===== src/rtl/rv_imm_pkg.sv =====
`default_nettype none
// +----------------------------------------------------------------------------+
// | Module   : rv_imm_pkg                                                      |
// | Purpose  : Shared types for the RV32I/RV64I immediate-generation stage:    |
// |            format codes, base opcodes, the stored pipeline entry, and a    |
// |            helper that classifies an opcode/funct3 pair into a format.     |
// | Revision : 1.0  initial release                                            |
// +----------------------------------------------------------------------------+
package rv_imm_pkg;

    // Entries are stored at the widest legal XLEN. For a 32-bit build the
    // upper halves are tied to zero and optimise away.
    localparam int c_xlen_max = 64;

    typedef enum logic [2:0] {
        FMT_R   = 3'd0,
        FMT_I   = 3'd1,
        FMT_SH  = 3'd2,
        FMT_S   = 3'd3,
        FMT_B   = 3'd4,
        FMT_U   = 3'd5,
        FMT_J   = 3'd6,
        FMT_ILL = 3'd7
    } imm_fmt_e;

    localparam logic [6:0] OPC_OP_IMM = 7'b0010011;
    localparam logic [6:0] OPC_LOAD   = 7'b0000011;
    localparam logic [6:0] OPC_JALR   = 7'b1100111;
    localparam logic [6:0] OPC_SYSTEM = 7'b1110011;
    localparam logic [6:0] OPC_FENCE  = 7'b0001111;
    localparam logic [6:0] OPC_STORE  = 7'b0100011;
    localparam logic [6:0] OPC_BRANCH = 7'b1100011;
    localparam logic [6:0] OPC_LUI    = 7'b0110111;
    localparam logic [6:0] OPC_AUIPC  = 7'b0010111;
    localparam logic [6:0] OPC_JAL    = 7'b1101111;
    localparam logic [6:0] OPC_OP     = 7'b0110011;

    // funct3 codes of the immediate shifts (SLLI and SRLI/SRAI).
    localparam logic [2:0] c_f3_sll = 3'b001;
    localparam logic [2:0] c_f3_srx = 3'b101;

    typedef struct packed {
        logic [c_xlen_max-1:0] imm;
        logic [c_xlen_max-1:0] target;
        logic [c_xlen_max-1:0] pc;
        imm_fmt_e              fmt;
        logic                  illegal;
    } imm_entry_t;

    function automatic imm_fmt_e decode_fmt(input logic [6:0] opcode,
                                            input logic [2:0] funct3);
        imm_fmt_e fmt;
        case (opcode)
            OPC_OP_IMM: begin
                if ((funct3 == c_f3_sll) || (funct3 == c_f3_srx)) begin
                    fmt = FMT_SH;
                end else begin
                    fmt = FMT_I;
                end
            end
            OPC_LOAD, OPC_JALR, OPC_SYSTEM, OPC_FENCE: fmt = FMT_I;
            OPC_STORE:                                 fmt = FMT_S;
            OPC_BRANCH:                                fmt = FMT_B;
            OPC_LUI, OPC_AUIPC:                        fmt = FMT_U;
            OPC_JAL:                                   fmt = FMT_J;
            OPC_OP:                                    fmt = FMT_R;
            default:                                   fmt = FMT_ILL;
        endcase
        return fmt;
    endfunction

endpackage
`default_nettype wire


===== src/rtl/imm_skid_buffer.sv =====
`default_nettype none
// +----------------------------------------------------------------------------+
// | Module   : imm_skid_buffer                                                 |
// | Purpose  : Generic two-entry valid/ready buffer (main + skid). in_ready is |
// |            a flop, so there is no combinational path from out_ready back   |
// |            to in_ready. Strict FIFO order; flush empties both entries.     |
// | Ports    : clk, rst, flush; in_valid/in_ready/in_data upstream;            |
// |            out_valid/out_ready/out_data downstream (out_data = main).      |
// | Revision : 1.0  initial release                                            |
// +----------------------------------------------------------------------------+
module imm_skid_buffer #(
    parameter int WIDTH = 8
) (
    input  wire logic             clk,
    input  wire logic             rst,
    input  wire logic             flush,
    input  wire logic             in_valid,
    output logic                  in_ready,
    input  wire logic [WIDTH-1:0] in_data,
    output logic                  out_valid,
    input  wire logic             out_ready,
    output logic [WIDTH-1:0]      out_data
);

    logic             r_main_valid_q;
    logic [WIDTH-1:0] r_main_data_q;
    logic             r_skid_valid_q;
    logic [WIDTH-1:0] r_skid_data_q;
    logic             r_in_ready_q;

    logic             w_main_valid_d;
    logic [WIDTH-1:0] w_main_data_d;
    logic             w_skid_valid_d;
    logic [WIDTH-1:0] w_skid_data_d;
    logic             w_in_ready_d;
    logic             w_accept;
    logic             w_retire;

    // Acceptance uses the registered ready, which is only high when the skid
    // slot is empty, so an accepted word always has somewhere to go.
    assign w_accept = in_valid && r_in_ready_q;
    assign w_retire = r_main_valid_q && out_ready;

    always_comb begin
        w_main_valid_d = r_main_valid_q;
        w_main_data_d  = r_main_data_q;
        w_skid_valid_d = r_skid_valid_q;
        w_skid_data_d  = r_skid_data_q;

        if (flush) begin
            w_main_valid_d = 1'b0;
            w_skid_valid_d = 1'b0;
        end else if (!r_main_valid_q) begin
            // Empty: the skid slot is never occupied while main is empty.
            if (w_accept) begin
                w_main_valid_d = 1'b1;
                w_main_data_d  = in_data;
            end
        end else if (!r_skid_valid_q) begin
            // One entry held.
            if (w_retire && w_accept) begin
                w_main_data_d = in_data;
            end else if (w_retire) begin
                w_main_valid_d = 1'b0;
            end else if (w_accept) begin
                w_skid_valid_d = 1'b1;
                w_skid_data_d  = in_data;
            end
        end else if (w_retire) begin
            // Full: the older skid entry moves up into main.
            w_main_data_d  = r_skid_data_q;
            w_skid_valid_d = 1'b0;
        end

        w_in_ready_d = !w_skid_valid_d;
    end

    always_ff @(posedge clk) begin
        if (rst) begin
            r_main_valid_q <= 1'b0;
            r_main_data_q  <= '0;
            r_skid_valid_q <= 1'b0;
            r_skid_data_q  <= '0;
            r_in_ready_q   <= 1'b1;
        end else begin
            r_main_valid_q <= w_main_valid_d;
            r_main_data_q  <= w_main_data_d;
            r_skid_valid_q <= w_skid_valid_d;
            r_skid_data_q  <= w_skid_data_d;
            r_in_ready_q   <= w_in_ready_d;
        end
    end

    assign in_ready  = r_in_ready_q;
    assign out_valid = r_main_valid_q;
    assign out_data  = r_main_data_q;

endmodule
`default_nettype wire


===== src/rtl/imm_gen_stage.sv =====
`default_nettype none
// +----------------------------------------------------------------------------+
// | Module   : imm_gen_stage                                                   |
// | Purpose  : Registered, handshaked immediate generator between fetch and    |
// |            execute. Decodes every RV32I immediate format, sign-extends to  |
// |            XLEN, computes pc+imm and buffers the result in a 2-entry skid. |
// | Ports    : clk, rst (sync, active-high), flush;                            |
// |            in_valid/in_ready/in_instr/in_pc upstream;                      |
// |            out_valid/out_ready/out_imm/out_target/out_pc/out_fmt/          |
// |            out_illegal downstream.                                         |
// | Revision : 1.0  initial release                                            |
// +----------------------------------------------------------------------------+
module imm_gen_stage
    import rv_imm_pkg::*;
#(
    parameter int XLEN = 32   // 32 or 64
) (
    input  wire logic            clk,
    input  wire logic            rst,
    input  wire logic            flush,
    input  wire logic            in_valid,
    output logic                 in_ready,
    input  wire logic [31:0]     in_instr,
    input  wire logic [XLEN-1:0] in_pc,
    output logic                 out_valid,
    input  wire logic            out_ready,
    output logic [XLEN-1:0]      out_imm,
    output logic [XLEN-1:0]      out_target,
    output logic [XLEN-1:0]      out_pc,
    output logic [2:0]           out_fmt,
    output logic                 out_illegal
);

    imm_fmt_e        w_fmt;
    logic [31:0]     w_shamt32;
    logic [31:0]     w_imm32;
    logic [XLEN-1:0] w_imm;
    logic [XLEN-1:0] w_target;
    imm_entry_t      w_in_entry;
    imm_entry_t      w_out_entry;

    // RV64 shifts carry a 6-bit shift amount; RV32 only 5. Bit 30 (the
    // arithmetic-shift select) is never part of the immediate.
    generate
        if (XLEN == 64) begin : g_shamt_rv64
            assign w_shamt32 = {26'b0, in_instr[25:20]};
        end else begin : g_shamt_rv32
            assign w_shamt32 = {27'b0, in_instr[24:20]};
        end
    endgenerate

    // All formats fit in 32 bits; extension to XLEN is a single sign-extend
    // below. The shift amount is zero in its top bit, so it zero-extends.
    always_comb begin
        w_fmt   = decode_fmt(in_instr[6:0], in_instr[14:12]);
        w_imm32 = '0;
        case (w_fmt)
            FMT_I:   w_imm32 = {{20{in_instr[31]}}, in_instr[31:20]};
            FMT_SH:  w_imm32 = w_shamt32;
            FMT_S:   w_imm32 = {{20{in_instr[31]}}, in_instr[31:25], in_instr[11:7]};
            FMT_B:   w_imm32 = {{19{in_instr[31]}}, in_instr[31], in_instr[7],
                                in_instr[30:25], in_instr[11:8], 1'b0};
            FMT_U:   w_imm32 = {in_instr[31:12], 12'b0};
            FMT_J:   w_imm32 = {{11{in_instr[31]}}, in_instr[31], in_instr[19:12],
                                in_instr[20], in_instr[30:21], 1'b0};
            default: w_imm32 = '0;
        endcase
    end

    assign w_imm    = XLEN'($signed(w_imm32));
    // Computed for every format; for JALR the consumer ignores it.
    assign w_target = in_pc + w_imm;

    always_comb begin
        w_in_entry                    = '0;
        w_in_entry.imm[XLEN-1:0]      = w_imm;
        w_in_entry.target[XLEN-1:0]   = w_target;
        w_in_entry.pc[XLEN-1:0]       = in_pc;
        w_in_entry.fmt                = w_fmt;
        w_in_entry.illegal            = (w_fmt == FMT_ILL);
    end

    imm_skid_buffer #(
        .WIDTH ($bits(imm_entry_t))
    ) u_skid (
        .clk       (clk),
        .rst       (rst),
        .flush     (flush),
        .in_valid  (in_valid),
        .in_ready  (in_ready),
        .in_data   (w_in_entry),
        .out_valid (out_valid),
        .out_ready (out_ready),
        .out_data  (w_out_entry)
    );

    assign out_imm     = w_out_entry.imm[XLEN-1:0];
    assign out_target  = w_out_entry.target[XLEN-1:0];
    assign out_pc      = w_out_entry.pc[XLEN-1:0];
    assign out_fmt     = w_out_entry.fmt;
    assign out_illegal = w_out_entry.illegal;

    // Narrow builds leave the upper halves of the stored entry unread.
    generate
        if (XLEN < c_xlen_max) begin : g_unused_hi
            logic w_unused_hi;
            assign w_unused_hi = ^{w_out_entry.imm[c_xlen_max-1:XLEN],
                                   w_out_entry.target[c_xlen_max-1:XLEN],
                                   w_out_entry.pc[c_xlen_max-1:XLEN]};
        end
    endgenerate

endmodule
`default_nettype wire


===== config.mk =====
export PLATFORM = sky130hd
export DESIGN_NAME = imm_gen_stage
export DESIGN_NICKNAME = d
export VERILOG_FILES = /design/src/rtl/rv_imm_pkg.sv /design/src/rtl/imm_skid_buffer.sv /design/src/rtl/imm_gen_stage.sv
export SDC_FILE = /design/constraint.sdc
export NUM_CORES = 1
export LEC_CHECK = 0
export BUFFER_PORTS_ARGS = -buffer_cell sky130_fd_sc_hd__clkbuf_2
export CORE_UTILIZATION = 25
export CTS_CLUSTER_DIAMETER = 120
export DETAILED_ROUTE_END_ITERATION = 10
export HOLD_SLACK_MARGIN = 0.02
export SYNTH_ARGS = -nofsm -noshare
export SYNTH_HDL_FRONTEND = slang
export SYNTH_SLANG_ARGS = --single-unit

===== constraint.sdc =====
create_clock -name clk -period 13.6 [get_ports clk]
set_clock_uncertainty 0.15 [all_clocks]
set_input_delay 2.04 -clock clk [delete_from_list [all_inputs] [get_ports clk]]
set_output_delay 2.04 -clock clk [all_outputs]
set_load 0.05 [all_outputs]

==> Word level (Yosys, flattened, before mapping) <==
Index checks and enable logic that the tools add are counted.
{ "word_totals": {"ff_bits": 267, "output_inout_bits": 102} }
{ "classes": {"add_sub_neg": 1, "eq_ne": 22, "n_mux": 18, "bitwise_logic": 4, "n_reduce_logical": 11} }
{ "op_table": {"columns": ["op", "count"], "rows": [
  ["two-way mux 164 bit", 5],
  ["one-hot mux 32 bit (6 select lines)", 1],
  ["adder 32 bit", 1],
  ["equality test 7 bit (second input constant)", 4],
  ["equality test 7 x 6 -> 1 bit (second input constant)", 3],
  ["one-hot mux 3 bit (7 select lines)", 1],
  ["equality test 3 bit (second input constant)", 5],
  ["equality test 7 x 5 -> 1 bit (second input constant)", 2],
  ["two-way mux 1 bit", 10],
  ["equality test 7 x 2 -> 1 bit (second input constant)", 1],
  ["equality test 7 x 4 -> 1 bit (second input constant)", 1],
  ["equality test 3 x 1 -> 1 bit (second input constant)", 2],
  ["equality test 3 x 2 -> 1 bit (second input constant)", 2],
  ["!= test 3 bit (second input constant)", 2],
  ["AND reduction 6 bit", 1],
  ["NOT 1 bit", 4],
  ["AND reduction 4 bit", 1],
  ["OR reduction 2 bit", 2],
  ["OR reduction 4 bit", 1],
  ["logical AND 1 bit", 3],
  ["two-way mux 2 bit", 1],
  ["nonzero test 2 bit", 1],
  ["logical NOT 1 bit", 1],
  ["logical OR 1 bit", 1]
]} }

==> Depth between registers and ports, before layout <==
{ "logic_depth": {"depth_word": 10, "depth_mapped": 19, "depth_no_buf": 19} }

==> Cells and area by module <==
A second synthesis with hierarchy kept.
{ "unflattened": {"cells_unflattened": 2658, "area_unflattened_um2": 21673.3} }
{ "by_module_without_submodules": {"columns": ["module", "instances", "cells_each", "area_each_um2"], "rows": [
  ["imm_skid_buffer", 1, 2326, 19341.0],
  ["imm_gen_stage", 1, 332, 2332.2]
]} }

==> Least setup slack after synthesis <==
OpenSTA, ideal clock, no wires.
{ "synth_path": {"kind": "in2reg", "startpoint": "input in_instr[3]", "endpoint": "register u_skid.r_main_data_q[99], in the netlist u_skid.out_data[99]", "setup_ns": 0.074, "arrival_time_ns": 5.521, "path_slack_ns": 7.854, "cell_stages": 16, "n_path_buf": 0, "path_cell_list": "nor2_1 > o211ai_1 > a21oi_1 > nor3b_4 > or3_2 > and2_2 > ha_1 > nand3_1 > nor2_1 > a211oi_2 > a31o_2 > a311oi_1 > nor3_2 > xnor2_1 > or3_1 > a31oi_1"} }
{ "synth_between": {"elab_chain_len": 9, "word_cells_on_any_way": 26, "classes_between": "add/sub (1); eq/ne (17); mux (6); reduce/logical (2)"} }
{ "synth_rtl": {"columns": ["item", "line_no", "text"], "rows": [
  ["from (decl)", "imm_gen_stage.sv:23", "input wire logic [31:0] in_instr,"],
  ["equality test 7 x 2 -> 1 bit, or another cell as far along", "rv_imm_pkg.sv:53", "case (opcode)"],
  ["OR reduction 4 bit / OR reduction 2 bit (equally long branches)", "rv_imm_pkg.sv:53", null],
  ["one-hot mux 3 bit (7 select lines) *", "rv_imm_pkg.sv:53", null],
  ["equality test 3 bit, or another cell as far along", "imm_gen_stage.sv:57", "case (w_fmt)"],
  ["one-hot mux 32 bit (6 select lines) *", "imm_gen_stage.sv:57", null],
  ["named net u_skid.in_data[140]", "imm_skid_buffer.sv:19", "input wire logic [WIDTH-1:0] in_data,"],
  ["adder 32 bit *", "imm_gen_stage.sv:72", "assign w_target = in_pc + w_imm;"],
  ["two-way mux 164 bit", "imm_skid_buffer.sv:61", "if (w_retire && w_accept) begin"],
  ["two-way mux 164 bit", "imm_skid_buffer.sv:59", "end else if (!r_skid_valid_q) begin"],
  ["two-way mux 164 bit *", "imm_skid_buffer.sv:53", "end else if (!r_main_valid_q) begin"],
  ["to (signal assigned)", "imm_skid_buffer.sv:87", "r_main_data_q <= w_main_data_d;"],
  ["to (decl)", "imm_skid_buffer.sv:26", "logic [WIDTH-1:0] r_main_data_q;"]
]} }
The timed path passes the listed nets; every way through them passes the cells marked *. The select of a mux whose other input is x is not followed.
A chain may end at the register's enable or synchronous reset.

==> Final worst setup path <==
{ "layout_path": {"startpoint": "input in_instr[3]", "endpoint": "register u_skid.r_main_data_q[92], in the netlist u_skid.out_data[92]"} }
Same word-level chain as after synthesis.

==> results.txt <==
Pin placement for this block handled 171 I/O pins. On the critical path the largest part of the delay comes from compound AO/OA/AOI/OAI gates. The critical path in this run is classified as in -> reg. The max-cap check violation count came out at 0.

The worst path buffer plus inverter count came out at 2. The total grt overflow is 0. Summed over its instances, the top area cell type makes up 40.3% of the synthesized netlist area. The count of final max-slew check failures came out at 0. The number of synthesized flops with an enable pin came out at 0. A synthesized cell averages 7.73 um^2. The worst reg2reg path startpoint is u_skid.out_valid. The number of buffers added to fix hold violations after cts came out at 0. The final worst-path cycle share came out at 46.3%.

The combined global-route utilization of all metal layers is 16.1%. The global-route wire length before repair is 51600 um. The critical path runs through a total of 18 cells. The count of vias placed by the detailed router came out at 9521. The worst-margin pin slew is 1.15 ns. The sequential-to-total area share from yosys stat came out at 40.3%. The fraction of final layout cells sized beyond drive strength 1 is 18.8%. The die footprint came out at 0.0412 mm^2. The design draws 0.00158 W. The minimum setup slack in the final design came out at 7.30 ns. The post-synthesis instance total is 1305. For this design the static power due to leakage is 5.06 nW.

The number of remaining DRC errors is 0. The clock latency at the later pin of the worst-skew pair came out at 0.52 ns. The number of gates resized after cts came out at 0. In this run the tool buffered the top-level ports with 170 buffer cells. The async set or reset register ratio after synthesis came out at 0%. The starting DRC count in detailed routing is 630. The maximum root-to-sink buffer count is 3. The root buffer cell chosen for the clock tree is sky130_fd_sc_hd__clkbuf_16. TritonCTS built the clock tree. The routed wirelength normalized by instance count is 17.2 um. The total negative slack for setup checks is 0 ns. TritonCTS created 24 clock buffers. The worst setup path is launched from an input port. The half-perimeter wire length after placement is 23900 um.

The vertical die dimension is 203 um. Buffers added to address setup during post-CTS repair amount to 0. The count of H-tree levels built during CTS came out at 1.

In the global route stage, met2 resource usage came out at 26.5%. By instance count, the leading cell after synthesis is sky130_fd_sc_hd__nand2_1. The number of global-route vias before repair came out at 8739. Of all nets on the critical path, the largest fanout is 8. The number of nets in the layout is 1513. The area overhead of the layout relative to synthesis is 21.0%. The clock sink count is 203. The unique cell type count in the Yosys netlist came out at 67.

In this run the core area contains 73 standard-cell rows. The critical path ends at u_skid.out_data[92]. The global routing met3 resource utilization came out at 2.89%. For this configuration, the core starts out at a cell density of 25.4%. In this run the worst setup path begins at in_instr[3].

The number of antenna violations at the first check in global routing came out at 1. The pre-CTS worst setup slack came out at 6.75 ns. The achievable clock frequency came out at 0.159 GHz. met2 is the most crowded layer. The signal on the critical path passes through clkbuf_2, nor2_1, o211ai_1, a21oi_1, nor3b_4, o21a_2, a21oi_1, inv_1, ha_1, a21oi_1, o21ai_0, a2111oi_0, nand3_1, a41oi_1, xor2_1, o21ai_0, o21ai_0, nor2_1. The delay of the slowest critical-path stage came out at 0.51 ns.

The post-layout minimum cycle time came out at 6.30 ns. The core area is 0.0397 mm^2. Summed over all layers, the routed wires come to 33700 um.

The hold path startpoint is u_skid.r_skid_data_q[17]. The reg-to-reg critical path endpoint is u_skid.out_data[71]. In the synthesized netlist the dominant register cell turns out to be sky130_fd_sc_hd__dfxtp_1.

The net count after synthesis came out at 1406. The arrival time of data at the critical path endpoint came out at 6.53 ns. The number of cells traversed by the worst hold path came out at 2. The clock-pin slew on the worst setup and hold paths came out at 0.06 ns. Setup repair after global routing left no endpoint under its margin. Global routing used 21.7% of the available met1 tracks.

IR analysis of the VDD net gives a maximum drop of 76.0 uV. The largest total area in the synthesized netlist belongs to sky130_fd_sc_hd__dfxtp_1. The worst endpoint required time is 13.83 ns. The number of hold violations in the final report came out at 0. The layout has 4247 filler cells. The kind of end point of the critical path is a flop. In this run the register-to-register setup slack is 10.10 ns.

The netlist area before placement came out at 0.0101 mm^2. The width of the die came out at 203 um. The flow ran to the end, and the final reports show no timing, DRC or antenna violations. By count the netlist is led by sky130_fd_sc_hd__nand2_1, sky130_fd_sc_hd__dfxtp_1, sky130_fd_sc_hd__nor2_1. The first TritonRoute pass finished after 7 iterations. Entering global routing, the biggest net connects 126 pins. Setup violations remaining at the end of the flow were counted as 0. The last weighted congestion value of the routability-driven placer is 0.945. The flip-flop and latch count after synthesis came out at 203.

For this run, the number of Yosys warnings is 0. The slowest stage of the critical path is the sky130_fd_sc_hd__a2111oi_0 cell. The normalized max-slew margin is 23.3%. The detail-routed via count per cell came out at 4.87.

By area the synthesized netlist is led by sky130_fd_sc_hd__dfxtp_1, sky130_fd_sc_hd__nand2_1, sky130_fd_sc_hd__a21oi_1. The worst register-to-register path has a depth of 5. The path class of the tightest hold or removal check is reg -> reg. The antenna violation net count after detailed routing is 0. The total power divided by cell area came out at 129 mW/mm^2.
-- worst min-delay path: stages (launching register included) --
cell                      delay [ns]
sky130_fd_sc_hd__dfxtp_1        0.31
sky130_fd_sc_hd__nand2_1        0.05
sky130_fd_sc_hd__a21oi_1        0.05
-- layer usage --
layer / part of all wire (%) / wire [um]
met4: 1.9 / 638
met2: 47 / 15900
met5: 0 / 0
met1: 45 / 15300
met3: 5.5 / 1840
-- stage by stage --
stage | hold slack [ns] | util [%] | instances | cell area [um^2]
6_report | 0.304 | 30.7 | 1955 | 12200
2_1_floorplan | 0.287 | - | 1305 | 10100
5_1_grt | 0.318 | 30.7 | 1954 | 12200
4_1_cts | 0.305 | 30.7 | 1954 | 12200
3_5_place_dp | 0.297 | 28.5 | 1911 | 11300
3_3_place_gp | 0.292 | 28.5 | 1911 | 11300
-- area by class of cell --
type	count	area, um^2	share of cell area, %
inverters	36	135	1.11
multi-input cells	969	5530	45.3
clock buffers	31	688	5.63
well taps	525	657	5.38
repair buffers	178	917	7.51
clock inverters	12	219	1.79
diodes	1	2.50	0.0205
flip-flops and latches	203	4060	33.3
-- cells by family (layout without fill, tap and decap cells) --
logic type                 count (synthesis)  in the layout  share of synthesized area, %
and+or+nand+nor                          532            532                          21.9
AOI/OAI and AO/OA                        378            378                          26.1
DFF                                      203            203                          40.3
buffers and inverters                    133            257                          5.29
adders and majority gates                 32             32                          4.04
xor gates and xnor gates                  27             27                          2.34
other                                      0              1                             0
-- report_power, final --
part           leakage [nW]  switching [W]  total, W  internal (W)
Clock                 0.446       0.000263  0.000733      0.000470
Combinational          2.96       0.000159  0.000219     0.0000594
Sequential             1.65      0.0000107  0.000625      0.000614
Total                  5.06       0.000432   0.00158       0.00114
-- cell usage in the layout (no fill, tap or decap), types with 3 or more instances in the layout --
master and instances:
sky130_fd_sc_hd__bufinv_16 6, sky130_fd_sc_hd__or2_2 3, sky130_fd_sc_hd__a31oi_1 8, sky130_fd_sc_hd__clkbuf_2 169
sky130_fd_sc_hd__buf_4 8, sky130_fd_sc_hd__o21a_1 5, sky130_fd_sc_hd__a31o_2 3, sky130_fd_sc_hd__clkbuf_16 25
sky130_fd_sc_hd__nor2b_1 6, sky130_fd_sc_hd__and3_1 5, sky130_fd_sc_hd__o21ai_0 21, sky130_fd_sc_hd__a21oi_1 154
sky130_fd_sc_hd__nand2_1 268, sky130_fd_sc_hd__clkinv_2 4, sky130_fd_sc_hd__nor2_1 188, sky130_fd_sc_hd__a311oi_1 52
sky130_fd_sc_hd__and2_1 4, sky130_fd_sc_hd__xnor2_1 17, sky130_fd_sc_hd__nand2b_1 6, sky130_fd_sc_hd__and2_2 7
sky130_fd_sc_hd__inv_1 36, sky130_fd_sc_hd__dfxtp_1 203, sky130_fd_sc_hd__a211oi_2 12, sky130_fd_sc_hd__a21o_1 13
sky130_fd_sc_hd__nand3_1 13, sky130_fd_sc_hd__a22oi_1 6, sky130_fd_sc_hd__xor2_1 10, sky130_fd_sc_hd__o211ai_1 5
sky130_fd_sc_hd__clkbuf_8 4, sky130_fd_sc_hd__nor3_1 9, sky130_fd_sc_hd__nand4_1 3, sky130_fd_sc_hd__a21oi_4 10
sky130_fd_sc_hd__a211oi_1 66, sky130_fd_sc_hd__ha_1 31
-- how the worst min path moves through the flow --
| stage | endpoint | slack, ns |
|---|---|---|
| floorplan | u_skid.r_skid_data_q[10] | 0.29 |
| global placement | u_skid.r_skid_data_q[75] | 0.29 |
| detailed placement | u_skid.r_skid_data_q[31] | 0.30 |
| CTS | u_skid.r_skid_data_q[31] | 0.30 |
| global route | u_skid.r_skid_data_q[31] | 0.32 |
| finish | u_skid.r_skid_data_q[17] | 0.30 |
-- flip-flops by register name, indices dropped and copies added (netlist names) --
name / cells
u_skid.out_data: 100
u_skid.r_skid_data_q: 100
u_skid.in_ready: 1
u_skid.out_valid: 1
u_skid.r_skid_valid_q: 1
(Power assumes the default switching activity.)
